$ cat src/rtl/uart_pkg.sv
// Shared definitions for the parameterised UART receiver: FSM states,
// character-length decode and the receive FIFO entry layout.
package uart_pkg;

    typedef enum logic [2:0] {
        ST_IDLE   = 3'd0,
        ST_START  = 3'd1,
        ST_DATA   = 3'd2,
        ST_PARITY = 3'd3,
        ST_STOP1  = 3'd4,
        ST_STOP2  = 3'd5
    } rx_state_t;

    localparam logic [1:0] LEN_5 = 2'b00;
    localparam logic [1:0] LEN_6 = 2'b01;
    localparam logic [1:0] LEN_7 = 2'b10;
    localparam logic [1:0] LEN_8 = 2'b11;

    localparam int DATA_W  = 8;
    // Entry layout: {break, framing error, parity error, data[7:0]}
    localparam int ENTRY_W = 11;

    function automatic logic [3:0] len_bits(input logic [1:0] len);
        logic [3:0] n;
        case (len)
            LEN_5:   n = 4'd5;
            LEN_6:   n = 4'd6;
            LEN_7:   n = 4'd7;
            default: n = 4'd8;
        endcase
        return n;
    endfunction

endpackage

$ cat src/rtl/uart_rx_fifo.sv
// Receive FIFO with wrapping pointers, occupancy count and a sticky
// overflow flag; the head entry is read combinationally.
module uart_rx_fifo #(
    parameter int WIDTH = 11,
    parameter int DEPTH = 4
) (
    input  logic                     clk,
    input  logic                     reset_n,
    input  logic                     push,
    input  logic [WIDTH-1:0]         wdata,
    input  logic                     pop,
    input  logic                     ovf_clr,
    output logic [WIDTH-1:0]         rdata,
    output logic [$clog2(DEPTH):0]   count,
    output logic                     overflow
);

    localparam int AW = $clog2(DEPTH);
    localparam logic [AW:0] FULL_CNT = (AW+1)'(DEPTH);

    logic [WIDTH-1:0] mem [DEPTH];
    logic [AW-1:0]    wptr;
    logic [AW-1:0]    rptr;
    logic             full;
    logic             empty;
    logic             do_push;
    logic             do_pop;

    assign full    = (count == FULL_CNT);
    assign empty   = (count == '0);
    assign do_pop  = pop & ~empty;
    // A pop in the same clk frees the slot, so a full FIFO still accepts.
    assign do_push = push & (~full | do_pop);
    assign rdata   = mem[rptr];

    always_ff @(posedge clk or negedge reset_n) begin
        if (!reset_n) begin
            wptr     <= '0;
            rptr     <= '0;
            count    <= '0;
            overflow <= 1'b0;
        end else begin
            if (do_push) wptr <= wptr + AW'(1);
            if (do_pop)  rptr <= rptr + AW'(1);
            case ({do_push, do_pop})
                2'b10:   count <= count + (AW+1)'(1);
                2'b01:   count <= count - (AW+1)'(1);
                default: count <= count;
            endcase
            if (push && full && !do_pop) overflow <= 1'b1;
            else if (ovf_clr)            overflow <= 1'b0;
        end
    end

    always_ff @(posedge clk) begin
        if (do_push) mem[wptr] <= wdata;
    end

endmodule

$ cat src/rtl/uart_rx_param.sv
// Oversampling UART receiver with majority-vote filter, configurable frame
// format, break detection and a small receive FIFO.
module uart_rx_param
    import uart_pkg::*;
#(
    parameter int OVERSAMPLE = 16,
    parameter int FIFO_DEPTH = 4
) (
    input  logic                          clk,
    input  logic                          reset_n,
    input  logic                          baud_clock,
    input  logic                          rx,
    input  logic [1:0]                    cfg_len,
    input  logic                          cfg_par_en,
    input  logic                          cfg_par_odd,
    input  logic                          cfg_stop2,
    output logic [7:0]                    rx_data,
    output logic                          rx_valid,
    input  logic                          rx_ready,
    output logic                          parity_err,
    output logic                          framing_err,
    output logic                          break_det,
    output logic                          overflow,
    input  logic                          ovf_clr,
    output logic [$clog2(FIFO_DEPTH):0]   rx_count,
    output logic                          rx_idle
);

    localparam int CW = $clog2(OVERSAMPLE);
    localparam logic [CW-1:0] HALF_M1 = CW'(OVERSAMPLE/2 - 1);
    localparam logic [CW-1:0] FULL_M1 = CW'(OVERSAMPLE - 1);

    rx_state_t          state;
    rx_state_t          state_nx;
    logic               sync1;
    logic               sync2;
    logic [2:0]         filt3;
    logic               filt;
    logic [CW-1:0]      cnt;
    logic [2:0]         bitn;
    logic               pend;
    logic               brk_hold;
    logic [1:0]         len_l;
    logic               par_en_l;
    logic               par_odd_l;
    logic               stop2_l;
    logic [DATA_W-1:0]  data_sh;
    logic               par_acc;
    logic               any_one;
    logic               perr;
    logic               ferr;
    logic               brk;
    logic               last_data;
    logic               cnt_clr;
    logic               cnt_inc;
    logic               latch;
    logic               smp;
    logic               fin;
    logic               push;
    logic               pop;
    logic [ENTRY_W-1:0] head;

    // Input conditioning: two-flop synchroniser, then 3-tap majority vote.
    always_ff @(posedge clk or negedge reset_n) begin
        if (!reset_n) begin
            sync1 <= 1'b1;
            sync2 <= 1'b1;
            filt3 <= 3'b111;
        end else begin
            sync1 <= rx;
            sync2 <= sync1;
            if (baud_clock) filt3 <= {filt3[1:0], sync2};
        end
    end

    assign filt = (filt3[0] & filt3[1]) | (filt3[0] & filt3[2]) | (filt3[1] & filt3[2]);
    assign last_data = ({1'b0, bitn} == (len_bits(len_l) - 4'd1));

    always_ff @(posedge clk or negedge reset_n) begin
        if (!reset_n) state <= ST_IDLE;
        else          state <= state_nx;
    end

    // Frame sequencing: mid-bit start check, then full-bit sample points.
    always_comb begin
        state_nx = state;
        cnt_clr  = 1'b0;
        cnt_inc  = 1'b0;
        latch    = 1'b0;
        smp      = 1'b0;
        fin      = 1'b0;
        push     = 1'b0;
        case (state)
            ST_IDLE: begin
                if (baud_clock && !brk_hold && !filt) begin
                    state_nx = ST_START;
                    cnt_clr  = 1'b1;
                end
            end
            ST_START: begin
                if (baud_clock) begin
                    if (cnt == HALF_M1) begin
                        cnt_clr = 1'b1;
                        if (!filt) begin
                            state_nx = ST_DATA;
                            latch    = 1'b1;
                        end else begin
                            state_nx = ST_IDLE;
                        end
                    end else begin
                        cnt_inc = 1'b1;
                    end
                end
            end
            default: begin
                // The completed entry is written one clk after the last stop sample.
                if (pend) begin
                    push     = 1'b1;
                    state_nx = ST_IDLE;
                end else if (baud_clock) begin
                    if (cnt == FULL_M1) begin
                        smp     = 1'b1;
                        cnt_clr = 1'b1;
                        case (state)
                            ST_DATA:   if (last_data) state_nx = par_en_l ? ST_PARITY : ST_STOP1;
                            ST_PARITY: state_nx = ST_STOP1;
                            ST_STOP1:  if (stop2_l) state_nx = ST_STOP2;
                                       else         fin = 1'b1;
                            default:   fin = 1'b1;
                        endcase
                    end else begin
                        cnt_inc = 1'b1;
                    end
                end
            end
        endcase
    end

    always_ff @(posedge clk or negedge reset_n) begin
        if (!reset_n) begin
            cnt       <= '0;
            bitn      <= '0;
            pend      <= 1'b0;
            brk_hold  <= 1'b0;
            len_l     <= LEN_8;
            par_en_l  <= 1'b0;
            par_odd_l <= 1'b0;
            stop2_l   <= 1'b0;
            data_sh   <= '0;
            par_acc   <= 1'b0;
            any_one   <= 1'b0;
            perr      <= 1'b0;
            ferr      <= 1'b0;
            brk       <= 1'b0;
        end else begin
            if (cnt_clr)      cnt <= '0;
            else if (cnt_inc) cnt <= cnt + CW'(1);

            if (push)     pend <= 1'b0;
            else if (fin) pend <= 1'b1;

            // After a break, wait for the line to go idle before hunting for a start bit.
            if (push && brk)                             brk_hold <= 1'b1;
            else if (rx_idle && baud_clock && filt)      brk_hold <= 1'b0;

            if (latch) begin
                len_l     <= cfg_len;
                par_en_l  <= cfg_par_en;
                par_odd_l <= cfg_par_odd;
                stop2_l   <= cfg_stop2;
                data_sh   <= '0;
                par_acc   <= 1'b0;
                any_one   <= 1'b0;
                bitn      <= '0;
                perr      <= 1'b0;
                ferr      <= 1'b0;
                brk       <= 1'b0;
            end else if (smp) begin
                case (state)
                    ST_DATA: begin
                        data_sh[bitn] <= filt;
                        par_acc       <= par_acc ^ filt;
                        any_one       <= any_one | filt;
                        bitn          <= bitn + 3'd1;
                    end
                    ST_PARITY: begin
                        perr    <= filt ^ par_acc ^ par_odd_l;
                        any_one <= any_one | filt;
                    end
                    ST_STOP1: begin
                        ferr <= ferr | ~filt;
                        brk  <= ~any_one & ~filt;
                    end
                    default: ferr <= ferr | ~filt;
                endcase
            end
        end
    end

    // Receive FIFO and head-entry presentation.
    assign pop = rx_valid & rx_ready;

    uart_rx_fifo #(
        .WIDTH (ENTRY_W),
        .DEPTH (FIFO_DEPTH)
    ) u_fifo (
        .clk      (clk),
        .reset_n  (reset_n),
        .push     (push),
        .wdata    ({brk, ferr, perr, data_sh}),
        .pop      (pop),
        .ovf_clr  (ovf_clr),
        .rdata    (head),
        .count    (rx_count),
        .overflow (overflow)
    );

    assign rx_valid    = (rx_count != '0);
    assign rx_data     = rx_valid ? head[7:0] : 8'h00;
    assign parity_err  = rx_valid & head[8];
    assign framing_err = rx_valid & head[9];
    assign break_det   = rx_valid & head[10];
    assign rx_idle     = (state == ST_IDLE);

endmodule

$ cat config.mk
export PLATFORM = sky130hd
export DESIGN_NAME = uart_rx_param
export DESIGN_NICKNAME = d
export VERILOG_FILES = /design/src/rtl/uart_pkg.sv /design/src/rtl/uart_rx_fifo.sv /design/src/rtl/uart_rx_param.sv
export SDC_FILE = /design/constraint.sdc
export NUM_CORES = 1
export LEC_CHECK = 0
export BUFFER_PORTS_ARGS = -buffer_cell sky130_fd_sc_hd__buf_4
export CORE_UTILIZATION = 25
export DETAILED_ROUTE_END_ITERATION = 7
export SLEW_MARGIN = 20
export SYNTH_ARGS = -nofsm -noshare
export SYNTH_HDL_FRONTEND = slang
export SYNTH_SLANG_ARGS = --single-unit
$ cat constraint.sdc
create_clock -name clk -period 5.25 [get_ports clk]
set_input_delay 1.05 -clock clk [delete_from_list [all_inputs] [get_ports clk]]
set_output_delay 1.05 -clock clk [all_outputs]
set_load 0.005 [all_outputs]
==> key figures, run 1 <==
STA
  – Final setup viols: 0
  – FMAX: 322 MHz
  – Hold_ws: 0.355 ns
  – Slew @ Worst Pin: 0.782 ns
  – Period utilization: 59.1%
  – RSZ-0062 raised after global routing: no
  – Setup Total Neg Slack: 0 ns
  – Pins Over Slew Limit: 0
  – Slew HR: 47.8%
  – Hold Vio Cnt, Final: 0
  – Clock Skew: 0.0109 ns
  – Fin crit period: 3.10 ns

Floorplanning
  – I/O pin count: 28
  – # rows: 45
  – Core area: 15,400 um^2
  – Initial Util: 26.1%
  – Die area: 16,600 um^2
  – Chip Height: 129 um
  – Die extent in x: 129 um

Worst setup path
  – Critical path cell sequence: mux4_2, nor2b_1, buf_4
  – Setup CP Type: reg -> out
  – Critical Path AT: 2.05 ns
  – Critical Path Sink Type: output pin
  – Critical path required time: 4.20 ns
  – Critical path fanouts, max: 13
  – Slowest cell on crit path: dfrtp_1
  – CP max stage delay: 0.85 ns
  – Worst setup SP type: register

Logic synthesis
  – Post-synth ARST share: 49.4%
  – Sequential share of the synthesized area: 59.9%
  – Synthesis Warnings: 0
  – Synth Register Bits: 87
  – Gate Count Post-Synth: 316
  – Synth cell types: 59
  – Average size of a mapped cell: 12.7 um^2
  – Cell taking the most area after synthesis: edfxtp_1
  – Synthesized net count: 334
  – Top cell type's share of synthesized area: 32.9%
  – Area contributors post-synth: edfxtp_1 (33%), dfrtp_1 (22%), mux4_2 (6.2%)
  – Area share of xor/xnor cells in the synthesized design: 2.83%
  – Synth Flop Type: edfxtp_1
  – Mapped Area: 4020 um^2
  – Main combinational cell family by area after synthesis: simple AND/OR/NAND/NOR gates
  – Mux share of post-synthesis cell area: 9.77%
  – Commonest cells in the netlist: edfxtp_1 (44), dfrtp_1 (36), nand2_1 (33), nor2_1 (16), nor2b_1 (13)
  – Most numerous cell in the Yosys netlist: edfxtp_1
  – Synth Area in Compound Gates: 7.63%
  – Post-synth EDFFs: 44
  – Adder-cell share of the synthesized area: 2.65%
  – Simple-gate portion of the synthesized area: 14.3%

Place
  – Port Buffers: 27
  – Gpl congestion: 0.736
  – Detailed Place HPWL: 5180 um
  – Post-DP Area: 4420 um^2
  – Cells after DPL: 537

Clock network
  – Post-CTS Setup Bufs: 0
  – Root buffer cell: clkbuf_16
  – Worst-skew pair later-pin latency: 0.34 ns
  – Hold Buf Count CTS: 0
  – CTS resizes: 0
  – CTS max path bufs: 2
  – Clock transition at the registers of the reported paths: 0.07 ns
  – CTS tree: yes
  – Total CTS buffers: 9
  – H-tree Lvls: 3
  – Sink Count: 87

GRT
  – Remaining global-route overflow: 0
  – Pin count of the biggest net entering global routing: 44
  – All-Layer GR Usage: 10.1%
  – Initial antenna violation count: 0
  – Vias in the first global route: 2,517
  – First-pass GRT wire length: 12,900 um

Drt
  – Pre-Repair DR Iteration Count: 4
  – Initial DRC count: 189
  – WL final: 7580 um
  – DR WL/cell: 13.7 um
  – Routed Antenna Nets: 0
  – Vias: 2,491
  – Remaining DRCs: 0
  – Vias per cell: 4.50

Power
  – Leakage power: 0.00181 uW
  – PD cells: 454 nW/um^2
  – Maximum vdd drop: 0.151 mV

Cells and area
  – Layout area overhead: 17.1%
  – Layout cells sized above 1: 20.8%
  – Design area: 4710 um^2
  – # diodes: 0
  – NumNets Final: 355
  – Non-filler cells, final: 553

Run status
  – Status: complete, no violations

Min path
  – Min-delay worst type: reg -> reg

Job
  – Max-cap violations: 0
-- power breakdown --
group	internal, uW	total [uW]	switching, uW
logic	358	615	257
clock network	332	618	287
registers	766	904	138
total	1460	2140	682
-- logic make-up (layout without fill, tap and decap cells) --
family	after synthesis	count (layout)
AND/OR/NAND/NOR	110	110
flip-flops	87	87
AO/OA/AOI/OAI	44	44
buffers and inverters	29	55
multiplexers	25	25
XOR/XNOR	13	13
adder cells (fa/ha/maj)	8	8
-- critical path: cells and delay by family (launching register included) --
family	cells	cell delay [ns]
flip-flops	1	0.85
multiplexers	1	0.59
buffers and inverters	1	0.13
AND/OR/NAND/NOR	1	0.14
-- state kept, by name, summed over array words and instances, names as in the netlist, 2 cells and up --
name	count
state	3
u_fifo.count	3
cnt	4
u_fifo.mem	44
u_fifo.wptr	2
u_fifo.rptr	2
bitn	3
len_l	2
data_sh	8
filt3	3
-- stage by stage --
| stage | power [uW] | worst slack [ns] | utilization, % |
|---|---|---|---|
| final | 2140 | 2.15 | 30.5 |
| after global routing | 2260 | 1.98 | 30.5 |
| after CTS | 2160 | 2.07 | 30.5 |
| after detailed placement | 1540 | 2.44 | 28.7 |
| after global placement | 1520 | 2.49 | 28.7 |
| after floorplan | 1300 | 2.81 | - |
-- area by class of cell --
cell class / instances / area [um^2]
inverter: 10 / 37.5
clock buffer: 9 / 225
fill: 1580 / 10700
sequential: 87 / 2410
clock inverter: 7 / 62.6
timing repair buffer: 29 / 218
multi-input combinational: 200 / 1500
tap: 211 / 264
-- path summary, 6_finish.rpt --
path	start	end	slack, ns	cells past startpoint
max	u_fifo.rptr[0]	rx_data[4]	2.15	3
min	sync1	sync2	0.36	0
max reg2reg	state[1]	u_fifo.count[1]	3.07	6
min reg2reg	sync1	sync2	0.36	0
max in group asynchronous	reset_n	cnt[1]	4.15	1
min in group asynchronous	reset_n	cnt[0]	0.70	1
-- layout by cell type (no fill, tap or decap), types with 3 or more instances in the layout --
cell type	instances
mux2_2	4
nor2_1	16
nand2_1	33
nand3_1	10
xnor2_1	9
xor2_1	4
edfxtp_1	44
dfstp_2	7
and3_1	5
nand2b_1	3
ha_1	6
mux4_2	11
inv_1	10
mux2i_1	10
clkbuf_16	9
nand4_1	8
buf_4	29
or3_1	5
nor2b_1	13
nand4b_1	3
o21ai_0	7
a21oi_1	10
dfrtp_1	36
-- routing by layer --
metal  GRT usage (%)  routed length, um  vias up
li1                -                  -     1206
met1            12.6               3640     1240
met2            16.7               3610       35
met3            3.16                245       10
met4            3.18                 93        0
met5               0                  0        -
(Power assumes the default switching activity.)
==> inputs of run 2 (changes only) <==
Clock period 5.25 ns to 2.6 ns, I/O delays scaled along.
==> run 2 against run 1 <==
Compared with the run above: global-route usage decreased by 0.34 points; wire length decreased by 1.7%; die area unchanged; critical path depth increased by 1; non-clock buffer count increased by 3; sequential share of layout area decreased by 0.35 points; via count decreased by 1.2%; first-iteration DRC count increased by 12%; flip-flop and latch count unchanged; sequential power increased by 96%; critical path type unchanged; largest cell class unchanged; highest routed layer unchanged.
==> key figures, run 2 (synthesis results as in run 1) <==
Drt
  – Initial DRC count: 212 (+12%)
  – Vias per cell: 4.43 (-1.7%)
  – Pre-Repair DR Iteration Count: 4 (unchanged)
  – WL final: 7460 um (-1.7%)
  – DR WL/cell: 13.4 um (-2.2%)
  – Vias: 2,461 (-1.2%)
  – Routed Antenna Nets: 0 (unchanged)
  – Remaining DRCs: 0 (unchanged)

Power
  – Gate power share: 30.5% (+1.7 points)
  – Maximum vdd drop: 0.389 mV (+160%)
  – Sequential share of power: 40.6% (-1.7 points)
  – P_sw: 1380 uW (+100%)
  – Switching Share: 31.8% (-0.12 points)
  – PD cells: 918 nW/um^2 (+100%)
  – Leakage power: 0.00182 uW (+0.70%)
  – Clk pwr share: 29.0% (about the same)
  – Pint: 2970 uW (+100%)

Cells and area
  – Post-layout util: 30.7% (+0.21 points)
  – Max reg flops: 44 (unchanged)
  – Commonest non-fill, non-tap cells in the layout: edfxtp_1 (44), dfrtp_1 (36), nand2_1 (33)
  – # diodes: 0 (unchanged)
  – Layout cells sized above 1: 21.4% (+0.69 points)
  – Most common cell after layout, fill and taps aside: edfxtp_1
  – Non-filler cells, final: 556 (+0.54%)
  – Register area: 2410 um^2 (unchanged)
  – Layout area overhead: 18.0%
  – Reg with most FFs: u_fifo.mem
  – Area of the multi-input gates: 1500 um^2 (unchanged)
  – Largest registers: u_fifo.mem (44), data_sh (8), cnt (4)
  – Filler cells: 1,590 (+0.63%)
  – NumNets Final: 358 (+0.85%)

Clock network
  – Root buffer cell: clkbuf_16
  – H-tree Lvls: 3 (unchanged)
  – CTS max path bufs: 2 (unchanged)
  – Worst-skew pair later-pin latency: 0.34 ns (about the same)
  – Post-CTS Setup Bufs: 0 (unchanged)
  – Sink Count: 87 (unchanged)
  – CTS tree: yes
  – Total CTS buffers: 9 (unchanged)
  – Clock transition at the registers of the reported paths: 0.07 ns (about the same)
  – CTS resizes: 0 (unchanged)
  – Hold Buf Count CTS: 0 (unchanged)

GRT
  – Initial antenna violation count: 0 (unchanged)
  – Remaining global-route overflow: 0 (unchanged)
  – Pin count of the biggest net entering global routing: 44 (unchanged)
  – First-pass GRT wire length: 12,500 um (-2.7%)
  – All-Layer GR Usage: 9.79% (-0.34 points)
  – Vias in the first global route: 2,482 (-1.4%)

Worst setup path
  – Worst setup SP type: register
  – CP max stage delay: 0.55 ns (-0.30 ns)
  – Buf/Inv on CP: 2 (+1)
  – Critical Path AT: 1.80 ns (-0.25 ns)
  – Setup CP Type: reg -> out
  – CP most frequent cell: buf_4
  – Slowest cell on crit path: mux4_2
  – Critical path depth: 4 (+1)
  – Delay-heaviest family, CP: multiplexers
  – Critical path fanouts, max: 11 (-2)
  – Reg2Reg Depth: 7 (+1)
  – Critical Path Sink Type: output pin
  – Critical path required time: 2.08 ns (-2.12 ns)
  – Critical path cell sequence: buf_4, mux4_2, nor2b_1, buf_4

Job
  – Max-cap violations: 0 (unchanged)

STA
  – RSZ-0062 raised after global routing: no
  – Pins Over Slew Limit: 0 (unchanged)
  – FMAX: 431 MHz
  – Period utilization: 89.3%
  – Setup ws final: 0.277 ns (-1.87 ns)
  – Fin crit period: 2.32 ns
  – Hold Vio Cnt, Final: 0 (unchanged)
  – Slew HR: 54.7% (+6.8 points)
  – Clock Skew: 0.00837 ns (-0.00252 ns)
  – Setup Total Neg Slack: 0 ns (unchanged)
  – Slew @ Worst Pin: 0.675 ns (-0.107 ns)
  – Final setup viols: 0 (unchanged)

Min path
  – Min-delay worst type: in -> async

Floorplanning
  – I/O pin count: 28 (unchanged)
  – Core area: 15,400 um^2 (unchanged)
  – Die area: 16,600 um^2 (unchanged)
  – Chip Height: 129 um (unchanged)
  – Initial Util: 26.1% (unchanged)
  – Die extent in x: 129 um (unchanged)
  – # rows: 45 (unchanged)

Place
  – Worst slack at placement: 0.552 ns (-1.89 ns)
  – Cells after DPL: 540 (+0.56%)
  – Detailed Place HPWL: 5150 um (-0.58%)
  – Port Buffers: 27 (unchanged)
  – Gpl congestion: 0.755 (+2.6%)

Run status
  – Status: complete, no violations
==> run 2: cell count changes in the layout (fill, tap and decap cells not counted) <==
| cell | change |
|---|---|
| buf_4 | +3 |
| clkinv_2 | -1 |
| clkinv_4 | -1 |
| clkinv_8 | +1 |
| clkinvlp_4 | +1 |
==> run 2: path summary, 6_finish.rpt <==
check | slack (ns) | from | end
min in group clk | 0.29 | rx | sync1
worst min-delay path | 0.16 | reset_n | cnt[0]
worst max-delay path | 0.28 | u_fifo.rptr[0] | parity_err
max in group asynchronous | 2.05 | reset_n | len_l[1]
worst max register to register | 0.51 | state[1] | u_fifo.count[1]
worst min register to register | 0.36 | sync1 | sync2
==> run 2: layout make-up <==
type / count / share of cell area (%)
clock inverters: 7 / 1.53
flip-flops and latches: 87 / 50.7
clock buffers: 9 / 4.75
multi-input cells: 200 / 31.6
well taps: 211 / 5.57
repair buffers: 32 / 5.07
inverters: 10 / 0.792
==> run 2: power by group through the flow <==
stage	Clock, uW	Combinational [uW]	Sequential (uW)
global placement	0	1330	1780
floorplan	0	959	1670
detailed placement	0	1360	1790
finish	1260	1330	1770
global route	1350	1480	1790
CTS	1300	1360	1770
==> run 2: per-layer routing <==
layer / wire length (um) / global-route usage, % / vias to the layer above / share of wire (%)
met1: 3560 / 12.8 / 1204 / 48
met3: 240 / 2.12 / 10 / 3.2
li1: - / - / 1213 / -
met2: 3510 / 15.4 / 34 / 47
met4: 142 / 4.91 / 0 / 1.9
met5: 0 / 0 / - / 0
==> run 2: worst register-to-register path, stage by stage, from the launching register on <==
cell and delay [ns]:
dfrtp_1 0.54, buf_4 0.23, o21ai_2 0.17, nand2_1 0.13
fa_1 0.47, a21oi_1 0.14, o211ai_1 0.10, a22oi_1 0.21
==> run 2: metrics by stage <==
stage               cell area (um^2)  hold slack (ns)  power, uW
floorplan                       4020            0.224       2630
global placement                4440            0.347       3110
detailed placement              4440            0.348       3150
CTS                             4740            0.187       4430
global route                    4740            0.207       4620
finish                          4740            0.162       4350
